`config.mk`:
```
export PLATFORM = sky130hd
export DESIGN_NAME = input_conditioner_bank
export DESIGN_NICKNAME = d
export VERILOG_FILES = /design/src/rtl/inputconditioner_pkg.sv /design/src/rtl/conditioner_channel.sv /design/src/rtl/input_conditioner_bank.sv
export SDC_FILE = /design/constraint.sdc
export NUM_CORES = 1
export LEC_CHECK = 0
export BUFFER_PORTS_ARGS = -buffer_cell sky130_fd_sc_hd__buf_4
export CAP_MARGIN = 5
export CORE_ASPECT_RATIO = 0.6
export CORE_UTILIZATION = 53
export DETAILED_ROUTE_END_ITERATION = 16
export PLACE_DENSITY = 0.74
export SLEW_MARGIN = 20
export SYNTH_ARGS = -nofsm -noshare
export SYNTH_HDL_FRONTEND = slang
export SYNTH_SLANG_ARGS = --single-unit
```
`constraint.sdc`:
```
create_clock -name clk -period 1.2 [get_ports clk]
set_input_delay 0.12 -clock clk [delete_from_list [all_inputs] [get_ports clk]]
set_output_delay 0.12 -clock clk [all_outputs]
set_load 0.02 [all_outputs]
```
`src/rtl/inputconditioner_pkg.sv`:
```
// Shared defaults and parameter sanity checks for the input conditioner bank.
package inputconditioner_pkg;

  localparam int unsigned DEF_WAITTIME     = 3;
  localparam int unsigned DEF_COUNTERWIDTH = 3;
  localparam int unsigned DEF_SYNCSTAGES   = 2;

  // True when a COUNTERWIDTH-bit counter can reach WAITTIME without wrapping.
  function automatic bit counter_fits(input int unsigned cw, input int unsigned wt);
    return (64'(1) << cw) > 64'(wt);
  endfunction

endpackage

```
`src/rtl/conditioner_channel.sv`:
```
// One channel: synchronizer, debounce counter, edge pulses and sticky edge flags.
module conditioner_channel
  import inputconditioner_pkg::*;
#(
  parameter int unsigned WAITTIME     = DEF_WAITTIME,
  parameter int unsigned COUNTERWIDTH = DEF_COUNTERWIDTH,
  parameter int unsigned SYNCSTAGES   = DEF_SYNCSTAGES
) (
  input  logic clk,
  input  logic reset,
  input  logic noisysignal,
  input  logic clearflags,
  output logic conditioned,
  output logic positiveedge,
  output logic negativeedge,
  output logic posflag,
  output logic negflag
);

  localparam logic [COUNTERWIDTH-1:0] WAIT_MAX = COUNTERWIDTH'(WAITTIME);

  logic [SYNCSTAGES-1:0]   sync_q, sync_d;
  logic [COUNTERWIDTH-1:0] count_q, count_d;
  logic cond_q, cond_d;
  logic pos_q, pos_d;
  logic neg_q, neg_d;
  logic pflag_q, pflag_d;
  logic nflag_q, nflag_d;
  logic synced;

  assign synced = sync_q[SYNCSTAGES-1];

  // Next state: shift synchronizer, count while the synced level disagrees, commit at WAITTIME.
  always_comb begin
    sync_d  = {sync_q[SYNCSTAGES-2:0], noisysignal};
    count_d = '0;
    cond_d  = cond_q;
    pos_d   = 1'b0;
    neg_d   = 1'b0;
    if (synced != cond_q) begin
      if (count_q == WAIT_MAX) begin
        cond_d = synced;
        pos_d  = synced;
        neg_d  = ~synced;
      end else begin
        count_d = count_q + COUNTERWIDTH'(1);
      end
    end
    // The registered pulse sets the flag, so a coincident clear loses.
    pflag_d = pos_q | (pflag_q & ~clearflags);
    nflag_d = neg_q | (nflag_q & ~clearflags);
  end

  // State registers with synchronous reset.
  always_ff @(posedge clk) begin
    if (reset) begin
      sync_q  <= '0;
      count_q <= '0;
      cond_q  <= 1'b0;
      pos_q   <= 1'b0;
      neg_q   <= 1'b0;
      pflag_q <= 1'b0;
      nflag_q <= 1'b0;
    end else begin
      sync_q  <= sync_d;
      count_q <= count_d;
      cond_q  <= cond_d;
      pos_q   <= pos_d;
      neg_q   <= neg_d;
      pflag_q <= pflag_d;
      nflag_q <= nflag_d;
    end
  end

  assign conditioned  = cond_q;
  assign positiveedge = pos_q;
  assign negativeedge = neg_q;
  assign posflag      = pflag_q;
  assign negflag      = nflag_q;

endmodule

```
`src/rtl/input_conditioner_bank.sv`:
```
// Bank of independent input conditioners with a combined any-edge indicator.
module input_conditioner_bank
  import inputconditioner_pkg::*;
#(
  parameter int unsigned CHANNELS     = 4,
  parameter int unsigned WAITTIME     = DEF_WAITTIME,
  parameter int unsigned COUNTERWIDTH = DEF_COUNTERWIDTH,
  parameter int unsigned SYNCSTAGES   = DEF_SYNCSTAGES
) (
  input  logic                clk,
  input  logic                reset,
  input  logic [CHANNELS-1:0] noisysignal,
  input  logic [CHANNELS-1:0] clearflags,
  output logic [CHANNELS-1:0] conditioned,
  output logic [CHANNELS-1:0] positiveedge,
  output logic [CHANNELS-1:0] negativeedge,
  output logic [CHANNELS-1:0] posflag,
  output logic [CHANNELS-1:0] negflag,
  output logic                anyedge
);

  // Reject parameter sets the channel logic cannot honour.
  if (!counter_fits(COUNTERWIDTH, WAITTIME)) begin : g_bad_width
    $error("COUNTERWIDTH too small: 2**COUNTERWIDTH must exceed WAITTIME");
  end
  if (WAITTIME < 1) begin : g_bad_wait
    $error("WAITTIME must be at least 1");
  end
  if (SYNCSTAGES < 2 || SYNCSTAGES > 4) begin : g_bad_sync
    $error("SYNCSTAGES must be in 2..4");
  end
  if (CHANNELS < 1 || CHANNELS > 32) begin : g_bad_chan
    $error("CHANNELS must be in 1..32");
  end

  // One conditioner per channel.
  for (genvar i = 0; i < int'(CHANNELS); i++) begin : g_ch
    conditioner_channel #(
      .WAITTIME    (WAITTIME),
      .COUNTERWIDTH(COUNTERWIDTH),
      .SYNCSTAGES  (SYNCSTAGES)
    ) u_ch (
      .clk         (clk),
      .reset       (reset),
      .noisysignal (noisysignal[i]),
      .clearflags  (clearflags[i]),
      .conditioned (conditioned[i]),
      .positiveedge(positiveedge[i]),
      .negativeedge(negativeedge[i]),
      .posflag     (posflag[i]),
      .negflag     (negflag[i])
    );
  end

  // Only cross-channel logic: any pulse on any channel this cycle.
  assign anyedge = |(positiveedge | negativeedge);

endmodule

```
==> qor.yml, run 1 <==
status: "finished with violations"
violations: "setup timing"
worstMarginPinSlew_ps: 416.0
ff_latch_area_um2: 808.3
hp-start: "noisysignal[1]"
final_cells: 198
r2r-end: "g_ch[1].u_ch.conditioned"
fin_ws_ps: -105.3
rows: 14
rsz0062_at_grt: "yes"
core_area_um2: 2663
area_growth_pct: 19.22
reg2reg_from: "g_ch[1].u_ch.count_q[0]"
grt_max_degree: 41
critical_path_class: "flip-flop to primary output"
diodes: 0
drt_iter0_drc: 23
p_comb_frac: 0.033
hp-class: "input pin to flip-flop"
die_y_um: 44.23
total_power_mw: 2.316
synth-seq-cells: 40
overflow: 0
wl_per_cell_um: 12.87
wl_um: 2548
num-nets-final: 175
hold-path-endpoint: "g_ch[1].u_ch.sync_q[0]"
finalSetupViolCount: 1
detail-route-antenna-nets: 0
grt_use_total: 0.1693
initial_utilization: 0.5916
drive_gt1_frac: 0.4114
rr_worst_depth: 4
grt_pass1_wl_um: 3822
fmax_ghz: 0.7661
finalCritPeriodShare: 1.088
clock_latency_ps: 280
cts_hold_buf: 0
cts_buffers: 5
hpwlAfterDp_um: 1692
place.gp.congestion: 0.6864
max-cap-violations: 0
clock_sinks: 40
worstPathMaxFanout: 3
slew_violations: 0
grt_pass1_vias: 870
vias_per_cell: 4.793
hold-path-cell-count: 2
synth-seq-area-share: 0.5083
slew_headroom: 0.7227
r2r_slack_ps: 70
p_leak_nw: 0.7157
skew_ps: 5.322
drt_pass1_iterations: 4
finalHoldViolCount: 0
ys_warn_count: 0
crit_arrival_ps: 1190
syn_area_per_cell_um2: 11.02
drc: 0
portBuffers: 30
fillers: 203
p_sw_frac: 0.2009
period_minus_slack_ps: 1305
clk_path_buf_depth: 2
pin_count: 31
die_x_um: 72.38
power.density_nw_per_um2: 1233
grt_antenna_before_repair: 0
multi_input_area_um2: 648.1
clockPowerShare: 0.384
switchingPower_mw: 0.4653
cp_data_required_time_ps: 1080
root_buffer: "clkbuf_8"
cts_tree: "yes"
h-tree-depth: 2
syn_inst: 143
worstSetupStartpointType: "flip-flop"
vias: 949
cts.clk_slew.worst_paths_ps: 70
crit_path_start: "g_ch[2].u_ch.negativeedge"
p_int_mw: 1.851
dp_slack_ps: -8.853
power_frac_seq: 0.583
placed_cells: 189
synth_cell_type_count: 15
ir_worst_vdd_mv: 0.7402
cp-end-kind: "primary output"
mappedNetlistArea_um2: 1575
syn_nets: 161
die_area_um2: 3201
-- routing by layer --
| layer | share of wire | vias up | global-route usage |
|---|---|---|---|
| met5 | 0 | - | 0 |
| met4 | 0.015 | 0 | 0.09412 |
| met3 | 0.049 | 4 | 0.06834 |
| met2 | 0.46 | 16 | 0.2598 |
| met1 | 0.47 | 442 | 0.2063 |
| li1 | - | 487 | - |
-- final cells by class --
| cell class | count | share of cell area |
|---|---|---|
| sequential | 40 | 0.4304 |
| multi-input combinational | 67 | 0.3451 |
| timing repair buffer | 31 | 0.1259 |
| clock buffer | 8 | 0.04797 |
| tap | 40 | 0.02665 |
| inverter | 12 | 0.02398 |
-- cell usage after synthesis --
cell      number  share of area
dfxtp_1       40           0.51
buf_4         21           0.10
inv_1         12          0.029
nor4_1        10          0.040
a21oi_1        8          0.025
and4bb_2       8          0.064
ha_1           8          0.064
nand2b_1       8          0.032
nor2b_1        8          0.032
mux2i_1        4          0.025
nor2_1         4         0.0095
nor4b_2        4          0.038
xnor2_1        4          0.022
buf_2          3         0.0095
nand2_1        1         0.0024
-- how the worst max path moves through the flow --
stage	to	slack, ps	cells past startpoint
3_5_place_dp	g_ch[3].u_ch.count_q[0]	-9	3
2_1_floorplan	g_ch[1].u_ch.negativeedge	130	3
3_3_place_gp	g_ch[0].u_ch.count_q[2]	60	3
5_1_grt	anyedge	-150	3
6_report	anyedge	-110	3
4_1_cts	anyedge	-80	3
-- repair_timing --
item	4_1_cts	5_1_grt
buffers inserted	1	0
gates resized for setup	8	14
gates cloned	0	0
pin swaps	2	2
endpoints found under the setup margin	2	13
-- worst max-delay path: stages, from the launching register on --
cell	delay, ps
dfxtp_2	340
nor4_2	290
nand2_1	120
buf_6	150
-- power groups by stage --
stage          combinational [mW]  sequential (mW)  clock, mW
6_report                   0.0766             1.35      0.889
5_1_grt                    0.0826             1.35      0.964
4_1_cts                    0.0744             1.35      0.917
3_5_place_dp               0.0733             1.38          0
3_3_place_gp               0.0707             1.38          0
2_1_floorplan              0.0478             1.38          0
-- logic make-up after synthesis --
group / share of synthesized area
flops: 0.5083
mux: 0.02542
fa+ha+maj: 0.06355
buf+inv: 0.1382
compound gates: 0.02542
simple gates: 0.2168
xor+xnor: 0.02224
-- stage by stage --
stage               TNS (ps)  area, um2    util  hold slack [ps]
floorplan                  0       1575       -            248.2
global placement           0       1678  0.6302            336.3
detailed placement    -8.853       1678  0.6302            337.9
CTS                   -80.82       1808  0.6790            43.30
global route          -147.8       1878  0.7054            40.50
finish                -105.3       1878  0.7054            49.45
-- registers in the layout (all words and copies together) (netlist names) --
register / count
g_ch.u_ch.positiveedge: 4
g_ch.u_ch.posflag: 4
g_ch.u_ch.conditioned: 4
g_ch.u_ch.negflag: 4
g_ch.u_ch.negativeedge: 4
g_ch.u_ch.count_q: 12
g_ch.u_ch.sync_q: 8
-- placed cells by master, fill, tap and decap left out --
| cell | Yosys | final |
|---|---|---|
| nor4_4 | 0 | 1 |
| inv_1 | 12 | 12 |
| clkbuf_8 | 0 | 6 |
| xnor2_1 | 4 | 4 |
| dfxtp_4 | 0 | 1 |
| nand2b_1 | 8 | 8 |
| nor4b_2 | 4 | 4 |
| ha_4 | 0 | 3 |
| and4bb_2 | 8 | 8 |
| ha_1 | 8 | 2 |
| ha_2 | 0 | 3 |
| clkbuf_1 | 0 | 2 |
| nor4_2 | 0 | 5 |
| nor4_1 | 10 | 4 |
| dfxtp_2 | 0 | 3 |
| mux2i_1 | 4 | 4 |
| nor2b_1 | 8 | 8 |
| buf_4 | 21 | 30 |
| nor2_1 | 4 | 4 |
| dfxtp_1 | 40 | 36 |
| a21oi_1 | 8 | 8 |
| buf_6 | 0 | 1 |
| nand2_1 | 1 | 1 |
Note: power is estimated with default switching activity, not from simulation.
==> run 2, diff against run 1 <==
--- a/config.mk
+++ b/config.mk
@@ -10,7 +10,8 @@
 export CORE_ASPECT_RATIO = 0.6
 export CORE_UTILIZATION = 53
 export DETAILED_ROUTE_END_ITERATION = 16
-export PLACE_DENSITY = 0.74
+export PLACE_DENSITY = 0.8
+export SKIP_LAST_GASP = 1
 export SLEW_MARGIN = 20
 export SYNTH_ARGS = -nofsm -noshare
 export SYNTH_HDL_FRONTEND = slang
==> run 2 against run 1 <==
Compared with the run above:
- worst hold slack worse by 11 ps
- critical endpoint unchanged
- worst setup slack better by 47 ps
- critical path depth stayed put
- sequential share of layout area is 0.40 points higher
- register-to-register slack worse by 20 ps
- largest power group unchanged
- clock skew is 0.57 ps lower
- first-iteration DRC count is 65% higher
- largest cell class unchanged
- sequential power hardly changed
- the run still ends with setup timing left
- power is 1.8% higher
==> qor.yml, run 2 (same netlist as run 1, synthesis figures left out) <==
status: "finished with violations"
violations: "setup timing"
crit_family: "flip-flops"
h-tree-depth: 2  # unchanged
final_cell_mix: "dfxtp_1, buf_4, inv_1"
core_area_um2: 2663  # unchanged
worst-path-buf-inv: 1  # unchanged
root_buffer: "clkbuf_8"
grt_pass1_vias: 949  # +9.1%
vias: 976  # +2.8%
finalHoldViolCount: 0  # unchanged
regMostFlops: "g_ch.u_ch.count_q"
crit_path_max_incr_delay_ps: 360  # +20 ps
fmax_ghz: 0.7949  # +3.8%
num-nets-final: 175  # unchanged
power.density_nw_per_um2: 1261  # +2.2%
p_comb_frac: 0.032  # about the same
worstPathCellList: "nor4_4 > nand2_1 > buf_6"
worstSetupStartpointType: "flip-flop"
drt_iter0_drc: 38  # +65%
slew_violations: 0  # unchanged
final_common_cell: "dfxtp_1"
ir_worst_vdd_mv: 0.6310  # -15%
hp-class: "input pin to flip-flop"
hold_ws_ps: 38.50  # -10.95 ps
grt_pass1_wl_um: 4050  # +6.0%
placed_cells: 189  # unchanged
rsz0062_at_grt: "yes"
die_x_um: 72.38  # unchanged
fillers: 203  # unchanged
slew_headroom: 0.7200  # -0.002626
rows: 14  # unchanged
largest_register_ffs: 12  # unchanged
clockPowerShare: 0.396  # +0.012
cts_tree: "yes"
drc: 0  # unchanged
finalSetupViolCount: 1  # unchanged
p_sw_frac: 0.1977  # -0.003253
crit_path_start: "g_ch[2].u_ch.negativeedge"
cpMaxStageDelayCell: "dfxtp_4"
diodes: 0  # unchanged
power_frac_seq: 0.572  # -0.011
overflow: 0  # unchanged
clk_path_buf_depth: 2  # unchanged
worstPathMaxFanout: 2  # -1
crit_arrival_ps: 1140  # -50 ps
reg_top3: "g_ch.u_ch.count_q: 12 flops, g_ch.u_ch.sync_q: 8 flops"
cp-end-kind: "primary output"
max-cap-violations: 0  # unchanged
detail-route-antenna-nets: 0  # unchanged
drive_gt1_frac: 0.4204  # +0.008990
vias_per_cell: 4.954  # +3.4%
cts_hold_buf: 0  # unchanged
grt_use_total: 0.1761  # +0.006875
total_power_mw: 2.357  # +1.8%
initial_utilization: 0.5916  # unchanged
finalCritPeriodShare: 1.048  # -0.03942
period_minus_slack_ps: 1258  # -47.30 ps
p_leak_nw: 0.7237  # +1.1%
clock_latency_ps: 290  # about the same
area_growth_pct: 18.67
drt_pass1_iterations: 4  # unchanged
hpwlAfterDp_um: 1791  # +5.8%
cp_data_required_time_ps: 1080  # about the same
switchingPower_mw: 0.4659  # +0.13%
clock_sinks: 40  # unchanged
p_int_mw: 1.891  # +2.2%
die_y_um: 44.23  # unchanged
fin_ws_ps: -58.03  # +47.30 ps
critical_path_class: "flip-flop to primary output"
die_area_um2: 3201  # unchanged
portBuffers: 30  # unchanged
fin_util: 0.7021  # -0.003289
place.gp.congestion: 0.6807  # -0.83%
cts.clk_slew.worst_paths_ps: 70  # about the same
final_cells: 197  # -0.51%
hp-start: "noisysignal[2]"
grt_max_degree: 41  # unchanged
wl_um: 2550  # about the same
skew_ps: 4.753  # -0.5685 ps
cts_buffers: 5  # unchanged
worstMarginPinSlew_ps: 419.9  # +3.939 ps
reg2reg_from: "g_ch[2].u_ch.count_q[0]"
wl_per_cell_um: 12.94  # +0.59%
grt_antenna_before_repair: 0  # unchanged
pin_count: 31  # unchanged
-- run 2: cell types whose count changed in the layout (fill, tap and decap cells not counted), sizes merged --
cell / previous run / this run
clkbuf: 8 / 7
-- run 2: final timing paths --
kind                                                 to  slack, ps  cells after the start
worst max-delay path                            anyedge        -60                      3
worst min register to register  g_ch[3].u_ch.count_q[0]        430                      1
worst max register to register  g_ch[2].u_ch.count_q[2]         50                      3
worst min-delay path             g_ch[2].u_ch.sync_q[0]         40                      2
-- run 2: area by class of cell --
cell class              instances  area, um2  share of cell area
well taps                      40      50.05             0.02677
clock buffers                   7      96.34             0.05154
repair buffers                 31      236.5              0.1265
multi-input cells              67      629.4              0.3367
inverters                      12      45.04             0.02410
flip-flops and latches         40      812.0              0.4344
-- run 2: routing by layer --
layer  track usage  up-vias  part of all wire  routed length (um)
met3       0.06150       10             0.043                 109
li1              -      488                 -                   -
met4        0.1098        0             0.031                  79
met1        0.1957      455              0.43                1089
met2        0.2972       23              0.50                1272
met5             0        -                 0                   0
-- run 2: power groups by stage --
stage	sequential [mW]	clock (mW)	combinational, mW
floorplan	1.38	0	0.0478
global placement	1.38	0	0.0695
detailed placement	1.38	0	0.0726
CTS	1.35	0.968	0.0741
global route	1.35	1.00	0.0822
finish	1.35	0.933	0.0752
-- run 2: repair_timing --
action                                  in CTS  in global routing
setup buffers                                0                  1
resized for setup                            7                 14
endpoints found under the setup margin       3                 16
pin swaps                                    1                  4
-- run 2: through the flow --
step	setup slack, ps	cell area [um2]	TNS [ps]
floorplan	126.7	1575	0
global placement	82.42	1678	0
detailed placement	-62.38	1678	-76.96
CTS	-93.63	1807	-93.63
global route	-114.6	1869	-117.2
finish	-58.03	1869	-58.03
